File: src/rtl/ram_access_unit.sv
// ram_access_unit
// Processor-side initiator for a zero-delay, byte-addressed RAM. It accepts
// one load or store at a time, returns sign/zero-extended load data, and
// performs sub-word stores as read-modify-write. The RAM always writes a
// full 4-byte big-endian word starting at the given byte address.
//
// Ports
//   clock            sole clock, posedge
//   reset            asynchronous, active-low
//   req              request strobe (sampled only while idle)
//   reqWrite         1 = store, 0 = load
//   reqSize          00 byte, 01 half, 10 word, 11 illegal
//   reqSigned        loads: 1 = sign-extend, 0 = zero-extend
//   reqAddr          byte address (unaligned allowed)
//   reqData          right-justified store data
//   busy             high while not idle
//   done             one-cycle completion pulse
//   fault            valid with done; request rejected, no write performed
//   loadData         formatted load result
//   RAMAddr          address to RAM
//   RAMDataOut       word to RAM
//   RAMWriteControl  registered RAM write enable
//   RAMIn            combinational RAM read word (addr byte in [31:24])
module ram_access_unit #(
  parameter int dataW       = 32,
  parameter int RAMAddrSize = 16
) (
  input  logic                   clock,
  input  logic                   reset,
  input  logic                   req,
  input  logic                   reqWrite,
  input  logic [1:0]             reqSize,
  input  logic                   reqSigned,
  input  logic [RAMAddrSize-1:0] reqAddr,
  input  logic [dataW-1:0]       reqData,
  output logic                   busy,
  output logic                   done,
  output logic                   fault,
  output logic [dataW-1:0]       loadData,
  output logic [RAMAddrSize-1:0] RAMAddr,
  output logic [dataW-1:0]       RAMDataOut,
  output logic                   RAMWriteControl,
  input  logic [dataW-1:0]       RAMIn
);

  typedef enum logic [1:0] {IDLE, READ, WRITE, RESP} state_t;

  // Highest address whose 4-byte window still fits: RAM_MAX-3 = 2^N-4.
  localparam logic [RAMAddrSize-1:0] LC_LAST_OK = {{(RAMAddrSize-2){1'b1}}, 2'b00};

  state_t                 r_state;
  state_t                 w_next;
  logic                   r_fault;
  logic                   r_write;
  logic [1:0]             r_size;
  logic                   r_signed;
  logic [dataW-1:0]       r_data;
  logic                   w_accept;
  logic                   w_req_fault;

  function automatic logic [31:0] f_format_load(input logic [1:0] size,
                                                input logic sgn,
                                                input logic [31:0] word);
    logic signed [7:0]  b;
    logic signed [15:0] h;
    b = $signed(word[31:24]);
    h = $signed(word[31:16]);
    case (size)
      2'b00:   f_format_load = sgn ? {{24{b[7]}}, b}  : {24'b0, b};
      2'b01:   f_format_load = sgn ? {{16{h[15]}}, h} : {16'b0, h};
      default: f_format_load = word;
    endcase
  endfunction

  // Only the addressed bytes take new data; the rest are written back as read.
  function automatic logic [31:0] f_merge_store(input logic [1:0] size,
                                                input logic [31:0] data,
                                                input logic [31:0] word);
    case (size)
      2'b00:   f_merge_store = {data[7:0], word[23:0]};
      2'b01:   f_merge_store = {data[15:0], word[15:0]};
      default: f_merge_store = data;
    endcase
  endfunction

  assign w_accept    = (r_state == IDLE) && req;
  assign w_req_fault = (reqSize == 2'b11) || (reqAddr > LC_LAST_OK);

  always_comb begin
    w_next = r_state;
    busy   = (r_state != IDLE);
    done   = (r_state == RESP);
    fault  = (r_state == RESP) && r_fault;
    case (r_state)
      IDLE: begin
        if (req) begin
          if (w_req_fault)                         w_next = RESP;
          else if (reqWrite && reqSize == 2'b10)   w_next = WRITE;
          else                                     w_next = READ;
        end
      end
      READ:    w_next = r_write ? WRITE : RESP;
      WRITE:   w_next = RESP;
      default: w_next = IDLE;
    endcase
  end

  always_ff @(posedge clock or negedge reset) begin
    if (!reset) begin
      r_state         <= IDLE;
      r_fault         <= 1'b0;
      loadData        <= '0;
      RAMAddr         <= '0;
      RAMDataOut      <= '0;
      RAMWriteControl <= 1'b0;
    end else begin
      r_state         <= w_next;
      // Enable is registered so it is high for exactly the WRITE cycle.
      RAMWriteControl <= (w_next == WRITE);
      if (w_accept) begin
        RAMAddr <= reqAddr;
        r_fault <= w_req_fault;
        if (w_next == WRITE) RAMDataOut <= reqData;
      end
      if (r_state == READ) begin
        if (r_write) RAMDataOut <= f_merge_store(r_size, r_data, RAMIn);
        else         loadData   <= f_format_load(r_size, r_signed, RAMIn);
      end
    end
  end

  // Request fields are pure data: captured on accept, no reset needed.
  always_ff @(posedge clock) begin
    if (w_accept) begin
      r_write  <= reqWrite;
      r_size   <= reqSize;
      r_signed <= reqSigned;
      r_data   <= reqData;
    end
  end

endmodule
File: config.mk
export PLATFORM = sky130hd
export DESIGN_NAME = ram_access_unit
export DESIGN_NICKNAME = d
export VERILOG_FILES = /design/src/rtl/ram_access_unit.sv
export SDC_FILE = /design/constraint.sdc
export NUM_CORES = 1
export LEC_CHECK = 0
export CAP_MARGIN = 20
export CORE_ASPECT_RATIO = 0.8
export CORE_UTILIZATION = 63
export DETAILED_ROUTE_END_ITERATION = 8
export DONT_BUFFER_PORTS = 1
export PLACE_DENSITY = 0.83
export SLEW_MARGIN = 10
export SYNTH_ARGS = -nofsm -noshare
export SYNTH_HDL_FRONTEND = slang
export SYNTH_SLANG_ARGS = --single-unit
File: constraint.sdc
create_clock -name clock -period 3.1 [get_ports clock]
set_input_delay 0.155 -clock clock [delete_from_list [all_inputs] [get_ports clock]]
set_output_delay 0.155 -clock clock [all_outputs]
set_load 0.005 [all_outputs]
==> reports/qor.yml, run 1 <==
outcome:
  status: "finished clean"
synth:
  synth-seq-area-share_pct: 55.1
  synth_top_area_cell: "dfrtp_1"
  synth_area_per_cell_um2: 10.9
  yosys_warnings: 0
  yosys-top-cells-area: "dfrtp_1 36%, edfxtp_1 19%, mux2i_1 6.9%"
  yosys.cell_types.count: 29
  synth_nets: 620
  synth_area_um2: 5780
  synth_top_area_share_pct: 36.4
  postSynthCellCount: 529
  synth-seq-cells: 120
clock_network:
  htree_levels: 4
  cts_tree: "done"
  cts.sinks: 120
  clock_path_buffers: 2
  path_clk_slew_ns: 0.05
  numCtsBuffers: 17
  clk-insertion-delay-late_ns: 0.42
  cts_resized: 0
  root_buffer: "clkbuf_16"
setup_path:
  r2r_start: "r_state[0]"
  cp-start-kind: "flop"
  r2r_end: "RAMDataOut[29]"
  reg2reg_depth: 7
  criticalPathCategory: "reg -> reg"
  reg2reg_slack_ns: 0.68
  worstPathMaxFanout: 32
  endpoint_kind: "flop"
  cp_data_required_time_ns: 3.42
  crit_path_start: "r_state[0]"
  critPathArrivalTime_ns: 2.74
timing:
  fmax_mhz: 413
  setup_slack_ns: 0.680
  finalSetupViolCount: 0
  min_period_ns: 2.42
  relSlewSlack_pct: 41.9
  hold_viol: 0
  rsz0062_at_grt: "no"
  finalMaxSlewViolations: 0
  worst_slew_pin_slew_ns: 0.871
  worst_clock_skew_ns: 0.00700
  fin_crit_sh_pct: 78.1
  tns_ns: 0
finish:
  syn_to_final_growth_pct: 28.4
  num_antenna_cells: 0
  drive_above_1_share_pct: 12.8
  fillCellCount: 444
  fin_nets: 694
pwr:
  clkPwrFrac_pct: 32.0
  irDropWorstVdd_v: 0.000774
  power_leakage_nw: 2.98
  switching_share_pct: 33.4
  p_comb_share_pct: 27.0
  sequentialPowerShare_pct: 41.0
  p_switching_w: 0.00229
  p_int_w: 0.00458
  powerDensity_nw_per_um2: 926
grt:
  grt_pass1_vias: 4956
  grt_max_degree: 85
  grt_pass1_wl_um: 27500
  grtUsageTotal_pct: 39.8
  antenna_found_initial: 0
  grt-ovfl-total: 0
detailed_routing:
  drc: 0
  wirelength_um: 18200
  via_per_inst: 6.87
  dr.pass1.iters: 5
  vias: 5004
  ant_nets: 0
  drt-initial-drc-count: 532
  wl_per_cell_um: 25.1
floorplanning:
  pin_count: 171
  dieArea_um2: 9560
  die_h_um: 87.7
  floorplan.initialDensity_pct: 66.6
  fp.dieW_um: 109
  num_rows: 30
  fp.coreArea_um2: 8670
worst_hold_path:
  min_to: "loadData[10]"
  holdCritStartpoint: "RAMIn[26]"
  hold_depth: 4
  hold_class: "in -> reg"
placement:
  pre_cts_slack_ns: 0.892
  gp_congestion: 0.903
  portBuffers: 0
  dp_hpwl_um: 9960
job:
  drv_cap: 0
## logic make-up (layout without fill, tap and decap cells)
family,Yosys count,in the layout,synth area share [%]
AO/OA/AOI/OAI,168,168,17.0
flip-flops,120,120,55.1
AND/OR/NAND/NOR,111,111,10.2
multiplexers,72,72,13.2
buffers and inverters,54,141,3.66
adder cells (fa/ha/maj),4,4,0.866
## state kept, by name, summed over array words and instances (netlist names), 2 cells and up
name	flops
RAMAddr	16
RAMDataOut	32
loadData	32
r_data	32
r_size	2
r_state	2
## through the flow
| step | util, % | hold slack, ns | power [W] | cells | area, um2 |
|---|---|---|---|---|---|
| 3_3_place_gp | 67.7 | -0.138 | 0.00432 | 607 | 5870 |
| 3_5_place_dp | 67.7 | -0.139 | 0.00443 | 607 | 5870 |
| 2_1_floorplan | - | -0.141 | 0.00395 | 529 | 5780 |
| 4_1_cts | 85.4 | 0.000810 | 0.00675 | 726 | 7400 |
| 5_1_grt | 85.6 | 0.0398 | 0.00718 | 728 | 7420 |
| 6_report | 85.6 | 0.0247 | 0.00687 | 728 | 7420 |
## worst max-delay path: stages (launching register included)
cell and delay, ns:
dfrtp_1 0.40, inv_1 0.11, ha_1 0.34, nand2_2 0.33
buf_4 0.38, nor3b_1 0.32, a31oi_1 0.17, a22oi_1 0.26
## worst max-delay path by stage
| stage | endpoint | depth (start not counted) |
|---|---|---|
| 4_1_cts | RAMDataOut[9] | 8 |
| 6_report | RAMDataOut[29] | 7 |
| 3_5_place_dp | RAMDataOut[9] | 8 |
| 3_3_place_gp | RAMDataOut[5] | 8 |
| 5_1_grt | RAMDataOut[29] | 7 |
| 2_1_floorplan | r_data[0] | 6 |
## synth_stat cells
library cell	instances
o21a_1	2
a22oi_1	32
o211ai_1	1
nand4_1	3
mux2_2	32
mux2i_1	40
nor3_2	1
nor3b_1	32
a311oi_2	1
a21oi_1	40
and2_1	2
or4_1	2
nor2b_1	3
clkbuf_1	39
buf_2	7
nand2_1	35
ha_1	4
inv_1	5
edfxtp_1	36
o21ai_0	56
a31oi_1	33
nand2b_1	1
nor2_1	29
a32oi_1	1
dfrtp_1	84
o21ai_1	2
buf_1	3
nand3b_1	2
nor4_2	1
## cell usage in the layout, fill, tap and decap left out, drive strengths merged, types with 2 or more instances in the layout
master / instances
nor3b: 32
edfxtp: 36
dfrtp: 84
nor2b: 3
a21oi: 40
clkinv: 4
o21a: 2
ha: 4
or4: 2
bufinv: 6
o21ai: 58
clkbuf: 22
nand3b: 2
inv: 5
a31oi: 33
mux2: 32
nor2: 29
nand4: 3
dlygate4sd3: 88
mux2i: 40
nand2: 35
a22oi: 32
buf: 16
and2: 2
## repair_timing
action,4_1_cts,5_1_grt
hold buffers,87,2
hold endpoints to repair,183,2
setup buffers,0,0
## routing by layer
layer | GRT usage (%) | share of wire (%)
met2 | 65.0 | 49
met5 | 0 | 0
met1 | 47.5 | 35
met4 | 16.1 | 3.0
met3 | 15.5 | 13
## layout make-up
class / count / area (um2) / area share (%)
Clock buffer: 22 / 444 / 5.99
Multi-Input combinational cell: 355 / 2400 / 32.4
Timing Repair Buffer: 104 / 1030 / 13.9
Tap cell: 112 / 140 / 1.89
Inverter: 5 / 18.8 / 0.253
Clock inverter: 10 / 199 / 2.68
Sequential cell: 120 / 3180 / 42.9
## power by group through the flow
stage	sequential (W)	clock, W	combinational, W
3_5_place_dp	0.00282	0	0.00161
3_3_place_gp	0.00280	0	0.00152
2_1_floorplan	0.00264	0	0.00131
5_1_grt	0.00288	0.00228	0.00202
6_report	0.00282	0.00220	0.00186
4_1_cts	0.00280	0.00220	0.00175
(Power assumes the default switching activity.)
==> inputs of run 2 (changes only) <==
- CORE_UTILIZATION: 63 -> 57
- PLACE_DENSITY: 0.83 -> 0.79
- clock period: 3.1 -> 2.1 ns (I/O delays scaled with it)
==> reports/qor.yml, run 2 (synthesis gave the netlist of run 1 again) <==
clock_network:
  cts.sinks: 120  # unchanged
  htree_levels: 4  # unchanged
  root_buffer: "clkbuf_16"
  cts_tree: "done"
  clk-insertion-delay-late_ns: 0.42  # about the same
  numCtsBuffers: 17  # unchanged
  clock_path_buffers: 2  # unchanged
  path_clk_slew_ns: 0.06  # about the same
setup_path:
  worstPathMaxFanout: 32  # unchanged
  cp_data_required_time_ns: 2.37  # -1.05 ns
  critPathArrivalTime_ns: 2.29  # -0.45 ns
  cp_slowest_cell: "or4_1"
  reg2reg_depth: 6  # -1
  critPathBufInv: 2  # unchanged
  endpoint_kind: "flop"
  crit_chain: "buf_4, ha_1, or4_1, buf_12, o21ai_1, a22oi_1"
  cp-start-kind: "flop"
  crit_family: "simple AND/OR/NAND/NOR gates"
  max_stage_delay_ns: 0.59  # +0.19 ns
  r2r_end: "RAMDataOut[30]"
  reg2reg_slack_ns: 0.08  # -0.60 ns
  r2r_start: "r_state[1]"
  criticalPathCategory: "reg -> reg"
grt:
  grt_max_degree: 85  # unchanged
  grt-ovfl-total: 0  # unchanged
  grt_pass1_wl_um: 27800  # +1.1%
  grt_pass1_vias: 5047  # +1.8%
  antenna_found_initial: 0  # unchanged
  grtUsageTotal_pct: 35.7  # -4.0 points
timing:
  worst_slew_pin_slew_ns: 0.467  # -0.404 ns
  fmax_mhz: 495  # +20%
  fin_crit_sh_pct: 96.3  # +18 points
  hold_viol: 0  # unchanged
  rsz0062_at_grt: "no"
  relSlewSlack_pct: 68.8  # +27 points
  min_period_ns: 2.02  # -0.399 ns
  tns_ns: 0  # unchanged
  finalSetupViolCount: 0  # unchanged
  worst_clock_skew_ns: 0.0115  # +0.00454 ns
  finalMaxSlewViolations: 0  # unchanged
finish:
  finalInstanceArea_um2: 7430  # +0.13%
  final_cell_mix: "86 x dlygate4sd3_1, 84 x dfrtp_1, 53 x o21ai_0"
  layout_commonest_cell: "dlygate4sd3_1"
  drive_above_1_share_pct: 13.9  # +1.0 points
  syn_to_final_growth_pct: 28.6
  fin_nets: 698  # +0.58%
  largest_registers: "RAMDataOut (32), loadData (32), r_data (32)"
  num_antenna_cells: 0  # unchanged
pwr:
  power_leakage_nw: 2.97  # -0.49%
  p_switching_w: 0.00336  # +47%
  irDropWorstVdd_v: 0.000856  # +11%
  p_comb_share_pct: 28.9  # +1.9 points
  p_int_w: 0.00637  # +39%
  switching_share_pct: 34.5  # +1.2 points
  sequentialPowerShare_pct: 42.5  # +1.5 points
  clkPwrFrac_pct: 28.6  # -3.4 points
  powerDensity_nw_per_um2: 1310  # +41%
floorplanning:
  die_h_um: 92.1  # +5.0%
  fp.dieW_um: 115  # +5.0%
  floorplan.initialDensity_pct: 59.4  # -7.2 points
  dieArea_um2: 10500  # +10%
  num_rows: 32  # +6.7%
  pin_count: 171  # unchanged
  fp.coreArea_um2: 9730  # +12%
detailed_routing:
  dr.pass1.iters: 5  # unchanged
  drt-initial-drc-count: 477  # -10%
  ant_nets: 0  # unchanged
  drc: 0  # unchanged
  vias: 4896  # -2.2%
  wirelength_um: 18000  # -1.4%
  wl_per_cell_um: 23.8  # -5.0%
  via_per_inst: 6.48  # -5.8%
outcome:
  status: "finished clean"
worst_hold_path:
  hold_class: "in -> reg"
  holdCritStartpoint: "RAMIn[24]"
  min_to: "loadData[8]"
  hold_depth: 4  # unchanged
placement:
  dp_hpwl_um: 10300  # +3.0%
  gp_congestion: 0.840  # -7.0%
  portBuffers: 0  # unchanged
  place_area_um2: 5980  # +1.9%
job:
  drv_cap: 0  # unchanged
==> run 2: cell count changes in the layout (fill, tap and decap cells not counted), sizes merged <==
cell,previous run,this run
buf,16,22
bufinv,6,2
clkinv,4,6
clkinvlp,0,3
dlygate4sd3,88,86
inv,5,4
==> run 2: worst max-delay path by stage <==
stage | endpoint | start | slack (ns) | cells past startpoint
floorplan | r_data[0] | r_state[0] | 0.03 | 6
global placement | RAMDataOut[10] | r_state[1] | 0.22 | 7
detailed placement | RAMDataOut[9] | r_state[1] | 0.09 | 7
CTS | RAMDataOut[9] | r_state[1] | 0.08 | 7
global route | RAMDataOut[30] | r_state[0] | 0.02 | 6
finish | RAMDataOut[30] | r_state[1] | 0.08 | 6
==> run 2: worst reg2reg max path: stages, from the launching register on <==
cell and delay, ns:
dfrtp_1 0.39, buf_4 0.15, ha_1 0.23, or4_1 0.59, buf_12 0.20, o21ai_1 0.20, a22oi_1 0.13
==> run 2: cell type report <==
| cell class | count | area, um2 |
|---|---|---|
| fill | 692 | 2300 |
| inverter | 5 | 22.5 |
| clock inverter | 10 | 103 |
| tap | 136 | 170 |
| clock buffer | 22 | 454 |
| timing repair buffer | 108 | 1100 |
| sequential | 120 | 3180 |
| multi-input combinational | 355 | 2400 |
==> run 2: what timing repair did <==
action	4_1_cts	5_1_grt
hold buffers	87	0
gates resized for setup	0	3
setup endpoints to repair	0	16
buffers inserted	0	1
hold endpoints to repair	188	0
==> run 2: power by group through the flow <==
stage               Combinational (W)  Clock, W  Sequential (W)
global route                  0.00309   0.00292         0.00424
global placement              0.00234         0         0.00411
finish                        0.00281   0.00278         0.00414
CTS                           0.00268   0.00279         0.00411
detailed placement            0.00248         0         0.00414
floorplan                     0.00194         0         0.00389
==> run 2: through the flow <==
stage / instances / power [W] / util [%] / hold WS, ns / worst slack [ns]
after floorplan: 529 / 0.00584 / - / -0.191 / 0.0320
after global placement: 636 / 0.00645 / 61.4 / -0.189 / 0.215
after detailed placement: 636 / 0.00663 / 61.4 / -0.189 / 0.0869
after CTS: 755 / 0.00959 / 76.3 / 0.00429 / 0.0788
after global routing: 756 / 0.0102 / 76.4 / 0.0398 / 0.0152
final: 756 / 0.00974 / 76.4 / 0.0103 / 0.0785
==> run 2: layer usage <==
layer | global-route usage [%] | vias to the layer above | share of wire (%)
met1 | 42.9 | 2387 | 37
met2 | 57.0 | 340 | 48
met5 | 0 | - | 0
met4 | 17.4 | 0 | 3.7
met3 | 12.9 | 59 | 11
li1 | - | 2110 | -
